<file path="src/rtl/ps2_pkg.sv">
// Shared constants, state encoding and event layout for the PS/2 scan-code decoder.
package ps2_pkg;

    localparam logic [7:0] SC_E0 = 8'hE0;
    localparam logic [7:0] SC_F0 = 8'hF0;
    localparam logic [7:0] SC_E1 = 8'hE1;

    localparam logic [7:0] RSP_ACK     = 8'hFA;
    localparam logic [7:0] RSP_BAT_OK  = 8'hAA;
    localparam logic [7:0] RSP_ECHO    = 8'hEE;
    localparam logic [7:0] RSP_RESEND  = 8'hFE;
    localparam logic [7:0] RSP_BAT_ERR = 8'hFC;
    localparam logic [7:0] RSP_ERR_LO  = 8'h00;
    localparam logic [7:0] RSP_ERR_HI  = 8'hFF;

    localparam logic [7:0] MOD_LSHIFT = 8'h12;
    localparam logic [7:0] MOD_RSHIFT = 8'h59;
    localparam logic [7:0] MOD_CTRL   = 8'h14;
    localparam logic [7:0] MOD_ALT    = 8'h11;

    localparam int         EV_W     = 10;
    localparam logic [2:0] SKIP_LEN = 3'd7;

    typedef enum logic [2:0] {
        ST_IDLE   = 3'd0,
        ST_EXT    = 3'd1,
        ST_BRK    = 3'd2,
        ST_EXTBRK = 3'd3,
        ST_SKIP   = 3'd4
    } state_e;

    typedef struct packed {
        logic       ext;
        logic       brk;
        logic [7:0] code;
    } ev_t;

    function automatic logic is_response(input logic [7:0] b);
        return (b == RSP_ACK) || (b == RSP_BAT_OK) || (b == RSP_ECHO) ||
               (b == RSP_RESEND) || (b == RSP_BAT_ERR) ||
               (b == RSP_ERR_LO) || (b == RSP_ERR_HI);
    endfunction

endpackage

</file>
<file path="src/rtl/ps2_event_fifo.sv">
// Small register-based event FIFO; pointers carry an extra wrap bit for full/empty.
module ps2_event_fifo #(
    parameter int DEPTH = 4,
    parameter int WIDTH = 10
) (
    input  logic             ck,
    input  logic             reset,
    input  logic             push,
    input  logic             pop,
    input  logic [WIDTH-1:0] din,
    output logic [WIDTH-1:0] dout,
    output logic             full,
    output logic             empty
);
    localparam int AW = $clog2(DEPTH);

    logic [AW:0]      wr_ptr_q, wr_ptr_d;
    logic [AW:0]      rd_ptr_q, rd_ptr_d;
    logic [WIDTH-1:0] mem_q [DEPTH];
    logic             wr_en, rd_en;

    assign empty = (wr_ptr_q == rd_ptr_q);
    assign full  = (wr_ptr_q[AW] != rd_ptr_q[AW]) &&
                   (wr_ptr_q[AW-1:0] == rd_ptr_q[AW-1:0]);

    // A same-cycle pop frees the slot, so a push into a full FIFO still lands.
    assign wr_en = push && (!full || pop);
    assign rd_en = pop && !empty;

    always_comb begin
        wr_ptr_d = wr_ptr_q;
        rd_ptr_d = rd_ptr_q;
        if (wr_en) wr_ptr_d = wr_ptr_q + 1'b1;
        if (rd_en) rd_ptr_d = rd_ptr_q + 1'b1;
    end

    always_ff @(posedge ck or posedge reset) begin
        if (reset) begin
            wr_ptr_q <= '0;
            rd_ptr_q <= '0;
        end else begin
            wr_ptr_q <= wr_ptr_d;
            rd_ptr_q <= rd_ptr_d;
        end
    end

    for (genvar gi = 0; gi < DEPTH; gi++) begin : g_mem
        always_ff @(posedge ck or posedge reset) begin
            if (reset)
                mem_q[gi] <= '0;
            else if (wr_en && (wr_ptr_q[AW-1:0] == AW'(gi)))
                mem_q[gi] <= din;
        end
    end

    assign dout = mem_q[rd_ptr_q[AW-1:0]];

endmodule

</file>
<file path="src/rtl/ps2_scancode_decoder.sv">
// PS/2 set-2 byte stream to key events: prefix stripping, modifier tracking,
// device-response side channel and a buffered event output.
module ps2_scancode_decoder #(
    parameter int BIT_REVERSE = 1,
    parameter int FIFO_DEPTH  = 4,
    parameter int TIMEOUT     = 2_000_000
) (
    input  logic       ck,
    input  logic       reset,
    input  logic       byte_valid,
    input  logic [7:0] byte_in,
    output logic       ev_valid,
    input  logic       ev_ready,
    output logic [7:0] ev_code,
    output logic       ev_brk,
    output logic       ev_ext,
    output logic       shift_st,
    output logic       ctrl_st,
    output logic       alt_st,
    output logic       sys_pulse,
    output logic [7:0] sys_byte,
    output logic       overflow,
    input  logic       clr_overflow,
    output logic [2:0] state
);
    import ps2_pkg::*;

    localparam logic [20:0] TMO_LIM = 21'(TIMEOUT);

    localparam int M_LSH = 0;
    localparam int M_RSH = 1;
    localparam int M_LCT = 2;
    localparam int M_RCT = 3;
    localparam int M_LAL = 4;
    localparam int M_RAL = 5;

    logic [7:0]  b_rev, b;
    state_e      state_q, state_d;
    logic [2:0]  skip_q, skip_d;
    logic [20:0] tmo_q, tmo_d;
    logic [5:0]  mod_q, mod_d;
    logic        sys_pulse_q, sys_pulse_d;
    logic [7:0]  sys_byte_q, sys_byte_d;
    logic        ovf_q, ovf_d;
    logic        emit, emit_ext, emit_brk;
    logic        fifo_full, fifo_empty, pop;
    ev_t         push_ev, head_ev;

    for (genvar gi = 0; gi < 8; gi++) begin : g_rev
        assign b_rev[gi] = byte_in[7-gi];
    end
    assign b = (BIT_REVERSE != 0) ? b_rev : byte_in;

    always_comb begin
        state_d     = state_q;
        skip_d      = skip_q;
        tmo_d       = tmo_q;
        sys_pulse_d = 1'b0;
        sys_byte_d  = sys_byte_q;
        emit        = 1'b0;
        emit_ext    = 1'b0;
        emit_brk    = 1'b0;
        if (byte_valid) begin
            tmo_d = '0;
            unique case (state_q)
                ST_IDLE: begin
                    if (b == SC_E0) begin
                        state_d = ST_EXT;
                    end else if (b == SC_F0) begin
                        state_d = ST_BRK;
                    end else if (b == SC_E1) begin
                        state_d = ST_SKIP;
                        skip_d  = SKIP_LEN;
                    end else if (is_response(b)) begin
                        sys_pulse_d = 1'b1;
                        sys_byte_d  = b;
                    end else begin
                        emit = 1'b1;
                    end
                end
                ST_EXT: begin
                    state_d = ST_IDLE;
                    if (b == SC_F0) begin
                        state_d = ST_EXTBRK;
                    end else if (b != MOD_LSHIFT && b != MOD_RSHIFT) begin
                        emit     = 1'b1;
                        emit_ext = 1'b1;
                    end
                end
                ST_BRK: begin
                    state_d  = ST_IDLE;
                    emit     = 1'b1;
                    emit_brk = 1'b1;
                end
                ST_EXTBRK: begin
                    state_d = ST_IDLE;
                    if (b != MOD_LSHIFT && b != MOD_RSHIFT) begin
                        emit     = 1'b1;
                        emit_ext = 1'b1;
                        emit_brk = 1'b1;
                    end
                end
                ST_SKIP: begin
                    skip_d = skip_q - 1'b1;
                    if (skip_q == 3'd1) state_d = ST_IDLE;
                end
                default: state_d = ST_IDLE;
            endcase
        end else if (state_q != ST_IDLE) begin
            // A stalled prefix sequence is abandoned silently.
            tmo_d = tmo_q + 1'b1;
            if (tmo_d == TMO_LIM) begin
                state_d = ST_IDLE;
                tmo_d   = '0;
                skip_d  = '0;
            end
        end else begin
            tmo_d = '0;
        end
    end

    assign push_ev = '{ext: emit_ext, brk: emit_brk, code: b};

    // Modifiers follow every emitted event, including ones the FIFO drops.
    always_comb begin
        mod_d = mod_q;
        if (emit) begin
            if (!emit_ext && b == MOD_LSHIFT) mod_d[M_LSH] = !emit_brk;
            if (!emit_ext && b == MOD_RSHIFT) mod_d[M_RSH] = !emit_brk;
            if (b == MOD_CTRL) begin
                if (emit_ext) mod_d[M_RCT] = !emit_brk;
                else          mod_d[M_LCT] = !emit_brk;
            end
            if (b == MOD_ALT) begin
                if (emit_ext) mod_d[M_RAL] = !emit_brk;
                else          mod_d[M_LAL] = !emit_brk;
            end
        end
    end

    assign pop = ev_ready && !fifo_empty;

    always_comb begin
        ovf_d = ovf_q;
        if (emit && fifo_full && !pop) ovf_d = 1'b1;
        if (clr_overflow)              ovf_d = 1'b0;
    end

    always_ff @(posedge ck or posedge reset) begin
        if (reset) begin
            state_q     <= ST_IDLE;
            skip_q      <= '0;
            tmo_q       <= '0;
            mod_q       <= '0;
            sys_pulse_q <= 1'b0;
            sys_byte_q  <= '0;
            ovf_q       <= 1'b0;
        end else begin
            state_q     <= state_d;
            skip_q      <= skip_d;
            tmo_q       <= tmo_d;
            mod_q       <= mod_d;
            sys_pulse_q <= sys_pulse_d;
            sys_byte_q  <= sys_byte_d;
            ovf_q       <= ovf_d;
        end
    end

    ps2_event_fifo #(
        .DEPTH(FIFO_DEPTH),
        .WIDTH(EV_W)
    ) u_fifo (
        .ck   (ck),
        .reset(reset),
        .push (emit),
        .pop  (ev_ready),
        .din  (push_ev),
        .dout (head_ev),
        .full (fifo_full),
        .empty(fifo_empty)
    );

    assign ev_valid  = !fifo_empty;
    assign ev_code   = head_ev.code;
    assign ev_brk    = head_ev.brk;
    assign ev_ext    = head_ev.ext;
    assign shift_st  = mod_q[M_LSH] | mod_q[M_RSH];
    assign ctrl_st   = mod_q[M_LCT] | mod_q[M_RCT];
    assign alt_st    = mod_q[M_LAL] | mod_q[M_RAL];
    assign sys_pulse = sys_pulse_q;
    assign sys_byte  = sys_byte_q;
    assign overflow  = ovf_q;
    assign state     = state_q;

endmodule

</file>
<file path="config.mk">
export PLATFORM = sky130hd
export DESIGN_NAME = ps2_scancode_decoder
export DESIGN_NICKNAME = d
export VERILOG_FILES = /design/src/rtl/ps2_pkg.sv /design/src/rtl/ps2_event_fifo.sv /design/src/rtl/ps2_scancode_decoder.sv
export SDC_FILE = /design/constraint.sdc
export NUM_CORES = 1
export LEC_CHECK = 0
export ABC_AREA = 1
export CAP_MARGIN = 0
export CORE_ASPECT_RATIO = 1.25
export CORE_MARGIN = 4
export CORE_UTILIZATION = 25
export CTS_BUF_LIST = sky130_fd_sc_hd__clkbuf_4 sky130_fd_sc_hd__clkbuf_8
export DETAILED_ROUTE_END_ITERATION = 10
export PLACE_DENSITY = 0.38
export SLEW_MARGIN = 20
export SYNTH_ARGS = -nofsm -noshare
export SYNTH_HDL_FRONTEND = slang
export SYNTH_HIERARCHICAL = 1
export SYNTH_SLANG_ARGS = --single-unit
</file>
<file path="constraint.sdc">
create_clock -name ck -period 2.77 [get_ports ck]
set_input_delay 0.277 -clock ck [delete_from_list [all_inputs] [get_ports ck]]
set_output_delay 0.277 -clock ck [all_outputs]
set_load 0.02 [all_outputs]
</file>
==> metrics.txt, run 1 <==
Max Fclk=404 MHz; critical path launch point type=flip-flop; register area share after synthesis=0.443; CORE AREA=19600 µm²; Remaining Overflow, GRT=0; Final Critical Period=2.48 ns; largest cells by area after synthesis=dfrtp_1, nand2_1, nand4_1; Reg clk slew, reported paths=0.11 ns; Worst-Margin Slew=0.611 ns; placed cell count=964; root buffer cell=clkbuf_8; Port-buffer cells=39; TritonRoute pass-1 iters=4; Leak=2.93 nW; Final Hold Viols=0; unrepaired setup endpoints after global routing=false; drc violations=0; total power=0.00509 W; filler instances=2102; number of antenna diodes=0; Mean Syn Cell Area=7.63 µm²; via count=4586; largest net degree at the start of global routing=36; post-cts repair resize count=0; final WL=15200 µm; Post CTS Setup Buffer Count=0; GRT Overall Usage=0.140; power share of the clock group=0.205; relative slew slack=0.592; sw frac=0.417; number of global-route vias before repair=4556; warnings from Yosys=6; TritonCTS buffer count=9; cell count after synthesis=659; # clock sinks=89; Worst Path Required=2.49 ns; clk_skew=0.0224 ns; final net count=731; WP data arrival=2.20 ns; endpoints failing setup=0; layout cells sized above 1=0.122; io pins=40; die area=22500 µm²; CTS tree=yes; post-synth top area cell=dfrtp_1; Post-synth EDFFs=0; Seq cells post-synth=89; Initial DRC Count=288; status=finished, final reports clean; H-tree depth=3; Antenna Nets Post-Route=0; height of the die=167 µm; Layout Cells excl Fill=980; reg2reg setup slack=0.41 ns; Clock Tree Buf Depth=2; Clk Latency, worst-skew pair=0.38 ns; Syn-to-layout area delta=20.4%; distinct cell type count after synthesis=41; Logic pwr share=0.434; Max Cap Viol=0; antenna violations before repair=0; post-DP HPWL=11100 µm; Hold Path Class=primary input to async pin; first-pass GRT wire length=24900 µm; DR vias/cell=4.68; pins over their slew limit=0; Max VDD drop=0.364 mV; Internal Power=0.00297 W; Mapped Area=5030 µm²; Reg area=2230 µm²; crit share post-route=0.894; WS Path Type=flip-flop to primary output; setup TNS=0 ns; die width=135 µm; Synth top area share=0.443; crit end category=primary output; Mapped Nets=680; cts hold-fix bufs=0; Final GP Congestion=0.787; PwrDens=841 nW/µm²; sequential power share=0.361; multi-input logic area=2430 µm²; crit path max fanout=19; WL/cell=15.6 µm; ys flop type=dfrtp_1; sw power=0.00212 W; FP Rows=57; Initial Utilization=0.256; ys async rst share=1.00
-- through the flow --
step | hold WS [ns] | setup slack (ns) | instance area [µm²] | util
after floorplan | 0.340 | 0.541 | 5030 | -
after global placement | 0.449 | 0.188 | 5830 | 0.297
after detailed placement | 0.453 | 0.162 | 5830 | 0.297
after CTS | 0.309 | 0.215 | 6050 | 0.309
after global routing | 0.320 | 0.134 | 6050 | 0.309
final | 0.297 | 0.295 | 6050 | 0.309
-- worst paths after layout --
path | start | to | cells after the start
min in group ck | clr_overflow | overflow | 2
worst min register to register | u_fifo/mem_q[17] | u_fifo/mem_q[17] | 2
worst min-delay path | reset | sys_pulse | 2
worst max-delay path | u_fifo/rd_ptr_q[0] | ev_brk | 4
max in group asynchronous | reset | u_fifo/mem_q[18] | 3
worst max register to register | tmo_q[0] | tmo_q[16] | 13
-- layout make-up --
type	count	share of cell area
timing repair buffer	65	0.101
clock buffer	10	0.0217
inverter	61	0.0378
clock inverter	6	0.0149
sequential	89	0.368
tap	265	0.0548
multi-input combinational	484	0.402
-- layer usage --
layer / track usage / up-vias / routed length [µm]
met5: 0 / - / 0
met4: 0.0443 / 0 / 240
met3: 0.0275 / 17 / 624
met2: 0.232 / 100 / 7520
met1: 0.184 / 2215 / 6860
li1: - / 2254 / -
-- layout by cell type, fill, tap and decap left out, types with 2 or more instances in the layout --
| master | synthesis | layout |
|---|---|---|
| clkdlybuf4s50_1 | 0 | 39 |
| nand3_2 | 2 | 2 |
| inv_1 | 60 | 58 |
| dfrtp_1 | 89 | 89 |
| ha_1 | 8 | 8 |
| inv_2 | 1 | 3 |
| nor2_1 | 70 | 70 |
| xnor2_1 | 2 | 2 |
| nand3_1 | 33 | 33 |
| nand2_1 | 207 | 207 |
| buf_12 | 0 | 2 |
| inv_6 | 0 | 2 |
| nand2_4 | 2 | 2 |
| a21oi_1 | 4 | 4 |
| o31ai_1 | 2 | 2 |
| nand3_4 | 2 | 2 |
| nand4_1 | 56 | 56 |
| o22ai_1 | 10 | 10 |
| clkbuf_8 | 0 | 9 |
| nor2_4 | 3 | 3 |
| or2_2 | 3 | 3 |
| nor2_2 | 7 | 7 |
| a21oi_2 | 8 | 7 |
| bufinv_16 | 0 | 2 |
| o21ai_0 | 31 | 31 |
| o21ai_1 | 3 | 3 |
| nor3_1 | 5 | 5 |
| nand2_2 | 10 | 10 |
| buf_4 | 1 | 24 |
| xor2_1 | 4 | 4 |
-- synth_stat cells, types with 4 or more instances --
cell type,count
xor2_1,4
nand2_2,10
nor2_1,70
nor3_1,5
a21oi_2,8
nand2_1,207
buf_6,6
clkbuf_1,13
o21ai_0,31
inv_1,60
nor2_2,7
nand3_1,33
dfrtp_1,89
nand4_1,56
o22ai_1,10
ha_1,8
a21oi_1,4
-- power by group through the flow --
stage | sequential [W] | combinational (W) | clock (W)
final | 0.00184 | 0.00221 | 0.00104
after detailed placement | 0.00186 | 0.00223 | 0
after global placement | 0.00186 | 0.00222 | 0
after floorplan | 0.00185 | 0.00134 | 0
after CTS | 0.00184 | 0.00224 | 0.00109
after global routing | 0.00188 | 0.00247 | 0.00114
-- registers in the layout (all words and copies together), names as in the netlist --
| register | flops |
|---|---|
| state | 3 |
| u_fifo/mem_q | 40 |
| skip_q | 3 |
| u_fifo/rd_ptr_q | 3 |
| tmo_q | 21 |
| sys_pulse | 1 |
| sys_byte | 8 |
| mod_q | 6 |
| u_fifo/wr_ptr_q | 3 |
| overflow | 1 |
-- kinds of logic after synthesis --
group                      Yosys count  share of synthesized area
AOI/OAI and AO/OA                   63                     0.0751
xor gates and xnor gates             6                     0.0105
adders and majority gates            8                     0.0199
buffers and inverters               86                     0.0746
DFF                                 89                      0.443
and+or+nand+nor                    407                      0.377
-- critical path: stages, from the launching register on --
cell,delay (ns)
dfrtp_1,0.47
buf_4,0.30
o21ai_0,0.15
o22ai_1,0.24
clkdlybuf4s50_1,0.66
No activity file was read; power rests on OpenSTA's default activity.
==> run 2: changes to the inputs <==
==> constraint.sdc (replaced) <==
create_clock -name ck -period 2.3 [get_ports ck]
set_input_delay 0.23 -clock ck [delete_from_list [all_inputs] [get_ports ck]]
set_output_delay 0.23 -clock ck [all_outputs]
set_load 0.02 [all_outputs]
==> run 2 against run 1 <==
Effect of this change:
- flip-flop and latch count is the same
- via count grew 0.94%
- global-route usage shrank 0.32 points
- non-clock buffer count grew 41
- critical path type is now primary input to flip-flop
- largest power group unchanged
==> metrics.txt, run 2 (synthesis gave the netlist of run 1 again) <==
status=finished, final reports clean; antenna violations before repair=0 (unchanged); Leak=3.19 nW (+8.7%); Reg with most FFs=u_fifo/mem_q; Final Critical Period=2.15 ns; critical path launch point type=primary input; Final Hold Viols=0 (unchanged); TritonCTS buffer count=9 (unchanged); Port-buffer cells=39 (unchanged); CORE AREA=19600 µm² (unchanged); final WL=14900 µm (-2.4%); Top cell by count, worst path=nand2_1; layout cells sized above 1=0.176 (+0.0542); die width=135 µm (unchanged); max reg flops=40 (unchanged); Syn-to-layout area delta=27.3%; CTS tree=yes; CP max stage delay=0.56 ns (-0.10 ns); # clock sinks=89 (unchanged); Layout Cells excl Fill=1021 (+4.2%); clk_skew=0.0209 ns (-0.00146 ns); commonest non-fill, non-tap cell in the layout=nand2_1; cells on worst reg2reg path=14 (+1); number of antenna diodes=0 (unchanged); PwrDens=939 nW/µm² (+12%); placed cell count=1001 (+3.8%); endpoints failing setup=0 (unchanged); FF-to-FF Start=tmo_q[1]; first-pass GRT wire length=24500 µm (-1.7%); Area after DPL=6130 µm² (+5.2%); Clk Latency, worst-skew pair=0.39 ns (about the same); Crit path max-delay family=buffers and inverters; final net count=772 (+5.6%); Max VDD drop=0.514 mV (+41%); Antenna Nets Post-Route=0 (unchanged); Hold Path Class=primary input to async pin; via count=4629 (+0.94%); height of the die=167 µm (unchanged); die area=22500 µm² (unchanged); WS Path Type=primary input to flip-flop; crit share post-route=0.934; Max Fclk=466 MHz; most frequent cells in the layout=nand2_1, dfrtp_1, nor2_1; Worst-Margin Slew=0.570 ns (-0.0414 ns); WP data arrival=2.43 ns (+0.23 ns); Clock Tree Buf Depth=2 (unchanged); critical path cell sequence=clkdlybuf4s50_1 > inv_1 > nand2_1 > nor3_1 > nand3_1 > nand2_1 > a21boi_1 > nor2_2 > a21oi_4 > buf_12 > buf_4 > nand3_1 > buf_4 > nand2_1 > nand2_1; pins over their slew limit=0 (unchanged); relative slew slack=0.619 (+0.0271); number of global-route vias before repair=4650 (+2.1%); crit path max fanout=6 (-13); largest net degree at the start of global routing=27 (-25%); launch point of the worst path=byte_in[6]; Final GP Congestion=0.798 (+1.4%); TritonRoute pass-1 iters=4 (unchanged); Max Cap Viol=0 (unchanged); Initial DRC Count=199 (-31%); WL/cell=14.6 µm (-6.4%); drc violations=0 (unchanged); Reg clk slew, reported paths=0.10 ns (about the same); CP max-delay cell=clkdlybuf4s50_1; GRT Overall Usage=0.137 (-0.00317); Worst Path Required=2.58 ns (+0.09 ns); post-DP HPWL=11300 µm (+1.7%); DR vias/cell=4.53 (-3.1%); Initial Utilization=0.256 (unchanged); reg2reg setup slack=0.19 ns (-0.22 ns); crit end category=flip-flop; FP Rows=57 (unchanged); cell area after layout=6400 µm² (+5.8%); H-tree depth=3 (unchanged); root buffer cell=clkbuf_8; number of buffers and inverters on the critical path=5 (+3); io pins=40 (unchanged); Remaining Overflow, GRT=0 (unchanged); reg2reg end=tmo_q[0]
-- run 2: cell types whose count changed in the layout (fill, tap and decap cells not counted), sizes merged --
| cell | previous run | this run |
|---|---|---|
| dlygate4sd2 | 0 | 8 |
| bufinv | 2 | 0 |
| buf | 26 | 67 |
| clkdlybuf4s50 | 39 | 28 |
| inv | 63 | 62 |
| dlymetal6s2s | 0 | 3 |
| clkinvlp | 1 | 2 |
| clkbuf | 10 | 11 |
| clkinv | 1 | 2 |
-- run 2: final cells by class --
| type | instances | area [µm²] |
|---|---|---|
| clock buffer | 11 | 145 |
| clock inverter | 5 | 38.8 |
| fill | 2124 | 13200 |
| inverter | 61 | 233 |
| multi-input combinational | 484 | 2440 |
| sequential | 89 | 2230 |
| tap | 265 | 332 |
| timing repair buffer | 106 | 985 |
-- run 2: timing repair --
action / in CTS / in global routing
pin swaps: 0 / 2
buffers inserted: 1 / 3
hold buffers: 0 / 0
resized for setup: 10 / 11
setup endpoints to repair: 11 / 61
-- run 2: worst max path at each step --
stage	end	cells past startpoint	slack, ns
6_report	u_fifo/mem_q[7]	15	0.15
2_1_floorplan	u_fifo/mem_q[29]	11	0.07
3_3_place_gp	u_fifo/mem_q[17]	13	-0.26
5_1_grt	skip_q[1]	14	-0.01
3_5_place_dp	u_fifo/mem_q[16]	13	-0.28
4_1_cts	ev_code[7]	4	0.003
-- run 2: layer usage --
layer,part of all wire,GRT usage
met5,0,0
met4,0.016,0.0416
met3,0.029,0.0269
met2,0.49,0.230
met1,0.46,0.177
-- run 2: report_power, final --
| group | leakage (nW) | switching (W) | internal, W | total [W] |
|---|---|---|---|---|
| Clock | 0.0937 | 0.000635 | 0.000443 | 0.00108 |
| Combinational | 1.92 | 0.00165 | 0.00107 | 0.00272 |
| Sequential | 1.18 | 0.000262 | 0.00195 | 0.00221 |
-- run 2: stage by stage --
step | worst slack (ns) | hold slack (ns) | setup TNS [ns] | power, W | util
2_1_floorplan | 0.0710 | 0.293 | 0 | 0.00383 | -
3_3_place_gp | -0.262 | 0.450 | -10.43 | 0.00500 | 0.313
3_5_place_dp | -0.282 | 0.451 | -10.42 | 0.00500 | 0.313
4_1_cts | 0.00313 | 0.240 | 0 | 0.00609 | 0.323
5_1_grt | -0.0113 | 0.252 | -0.0144 | 0.00650 | 0.327
6_report | 0.152 | 0.235 | 0 | 0.00601 | 0.327
==> run 3: changes to the inputs <==
--- a/config.mk
+++ b/config.mk
@@ -7,12 +7,12 @@
 export LEC_CHECK = 0
 export ABC_AREA = 1
 export CAP_MARGIN = 0
-export CORE_ASPECT_RATIO = 1.25
+export CORE_ASPECT_RATIO = 0.5
 export CORE_MARGIN = 4
 export CORE_UTILIZATION = 25
 export CTS_BUF_LIST = sky130_fd_sc_hd__clkbuf_4 sky130_fd_sc_hd__clkbuf_8
 export DETAILED_ROUTE_END_ITERATION = 10
-export PLACE_DENSITY = 0.38
+export PLACE_DENSITY = 0.39
 export SLEW_MARGIN = 20
 export SYNTH_ARGS = -nofsm -noshare
 export SYNTH_HDL_FRONTEND = slang
==> run 3 against run 2 <==
Effect of this change:
- critical path depth stayed put
- critical path type unchanged
- clock power rose by 19%
- clock skew fell by 0.0096 ns
- utilization increased by 0.21 points
- largest power group unchanged
- setup slack improved by 0.050 ns
- fmax up 2.4%
- wire length is 1.8% higher
- count of clock-buffer cells in the layout down 2
- flip-flop and latch count unchanged
- design area rose by 0.55%
- register-to-register slack better by 0.06 ns
==> metrics.txt, run 3 (synthesis gave the netlist of run 1 again) <==
status=finished, final reports clean; largest net degree at the start of global routing=49 (+81%); CORE AREA=19600 µm² (about the same); relative slew slack=0.617 (-0.00250); via count=4548 (-1.7%); io pins=40 (unchanged); # clock sinks=89 (unchanged); Hold Path Class=primary input to async pin; Reg clk slew, reported paths=0.10 ns (about the same); first-pass GRT wire length=25200 µm (+2.9%); WP data arrival=2.37 ns (-0.06 ns); antenna violations before repair=0 (unchanged); layout cells sized above 1=0.171 (-0.00461); CP max-delay cell=clkdlybuf4s50_1; critical path cell sequence=clkdlybuf4s50_1 > nand2_1 > inv_1 > nand3_1 > nor2_1 > nor2_1 > nand2_1 > nor2_1 > nand3_1 > a21oi_4 > buf_4 > nand3_1 > buf_4 > nand2_1 > nand2_1; final WL=15100 µm (+1.8%); endpoints failing setup=0 (unchanged); root buffer cell=clkbuf_8; DR vias/cell=4.46 (-1.6%); Area after DPL=6130 µm² (about the same); Top cell by count, worst path=nand2_1; cts hold-fix bufs=0 (unchanged); metal2 WL=6970 µm (-4.6%); crit end category=flip-flop; Final GP Congestion=0.805 (+0.85%); die width=209 µm (+55%); number of global-route vias before repair=4634 (-0.34%); Max VDD drop=0.402 mV (-22%); Crit path max-delay family=simple AND/OR/NAND/NOR gates; Clock Tree Buf Depth=2 (unchanged); filler instances=2104 (-0.94%); Initial Utilization=0.257 (about the same); Max Used Layer=met4; CP max stage delay=0.53 ns (-0.03 ns); final worst slack=0.202 ns (+0.0495 ns); H-tree depth=3 (unchanged); FP Rows=36 (-37%); Final Critical Period=2.10 ns (-0.0495 ns); Syn-to-layout area delta=28.0%; Final Hold Slack=0.0523 ns (-0.183 ns); drc violations=0 (unchanged); Port-buffer cells=39 (unchanged); pins over their slew limit=0 (unchanged); Final Hold Viols=0 (unchanged); Remaining Overflow, GRT=0 (unchanged); Worst Path Required=2.57 ns (about the same); dpl ws=-0.259 ns (+0.0228 ns); TritonRoute pass-1 iters=4 (unchanged); PwrDens=973 nW/µm² (+3.7%); total power=0.00626 W (+4.2%); cell area after layout=6440 µm² (+0.55%); crit share post-route=0.912 (-0.0215); Initial DRC Count=231 (+16%); Max Fclk=477 MHz (+2.4%); die area=22600 µm² (+0.55%); final net count=769 (-0.39%); Leak=3.23 nW (+1.1%); post-DP HPWL=11000 µm (-2.1%); max reg flops=40 (unchanged); TritonCTS buffer count=9 (unchanged); height of the die=108 µm (-35%); Worst-Margin Slew=0.575 ns (+0.00459 ns); critical path launch point type=primary input; wl on met1=7710 µm (+12%); unrepaired setup endpoints after global routing=false; Antenna Nets Post-Route=0 (unchanged); most frequent cells in the layout=nand2_1, dfrtp_1, nor2_1; clk_skew=0.0114 ns (-0.00957 ns); Reg with most FFs=u_fifo/mem_q; wire length on met3=367 µm (-14%); WS Path Type=primary input to flip-flop; Max Cap Viol=0 (unchanged); WL/cell=14.9 µm (+2.0%); number of antenna diodes=0 (unchanged); CTS tree=yes; Clk Latency, worst-skew pair=0.38 ns (about the same); crit path max fanout=5 (-1); number of buffers and inverters on the critical path=4 (-1); commonest non-fill, non-tap cell in the layout=nand2_1; GRT Overall Usage=0.140 (+0.00352)
run 3: cell types whose count changed in the layout (fill, tap and decap cells not counted), sizes merged:
cell / change
clkbuf: -2
dlymetal6s2s: +5
dlygate4sd2: -5
bufinv: +2
clkinvlp: +1
clkinv: -1
buf: -3
run 3: power breakdown:
group / switching (W) / leakage, nW / internal, W
combinational: 0.00166 / 1.94 / 0.00111
sequential: 0.000260 / 1.18 / 0.00195
clock: 0.000658 / 0.106 / 0.000622
run 3: layout make-up:
cell class | count | area (µm²) | share of cell area
Clock buffer | 9 | 124 | 0.0192
Clock inverter | 7 | 101 | 0.0157
Inverter | 61 | 233 | 0.0361
Multi-Input combinational cell | 484 | 2460 | 0.382
Sequential cell | 89 | 2230 | 0.346
Tap cell | 266 | 333 | 0.0517
Timing Repair Buffer | 103 | 962 | 0.149
run 3: routing by layer:
metal | track usage | up-vias
met5 | 0 | -
met4 | 0.0223 | 0
met3 | 0.0307 | 10
met2 | 0.235 | 39
met1 | 0.192 | 2153
li1 | - | 2346
run 3: final timing paths:
check	slack, ns	endpoint	from	cells after the start
worst max-delay path	0.20	u_fifo/mem_q[6]	byte_in[0]	15
worst min-delay path	0.05	overflow	reset	2
worst max register to register	0.25	u_fifo/mem_q[6]	state[1]	12
worst min register to register	0.47	mod_q[2]	mod_q[2]	2
max in group asynchronous	1.52	mod_q[3]	reset	3
min in group ck	0.37	overflow	clr_overflow	2
run 3: through the flow:
step | util | std cells | setup TNS [ns]
global route | 0.329 | 1019 | 0
finish | 0.329 | 1019 | 0
floorplan | - | 659 | 0
CTS | 0.326 | 1017 | 0
detailed placement | 0.313 | 998 | -8.60
global placement | 0.313 | 998 | -8.65
run 3: what timing repair did:
item,in CTS,in global routing
setup buffers,3,2
endpoints found under the setup margin,11,63
pin swaps,1,1
resized for setup,4,13
gates cloned,0,0
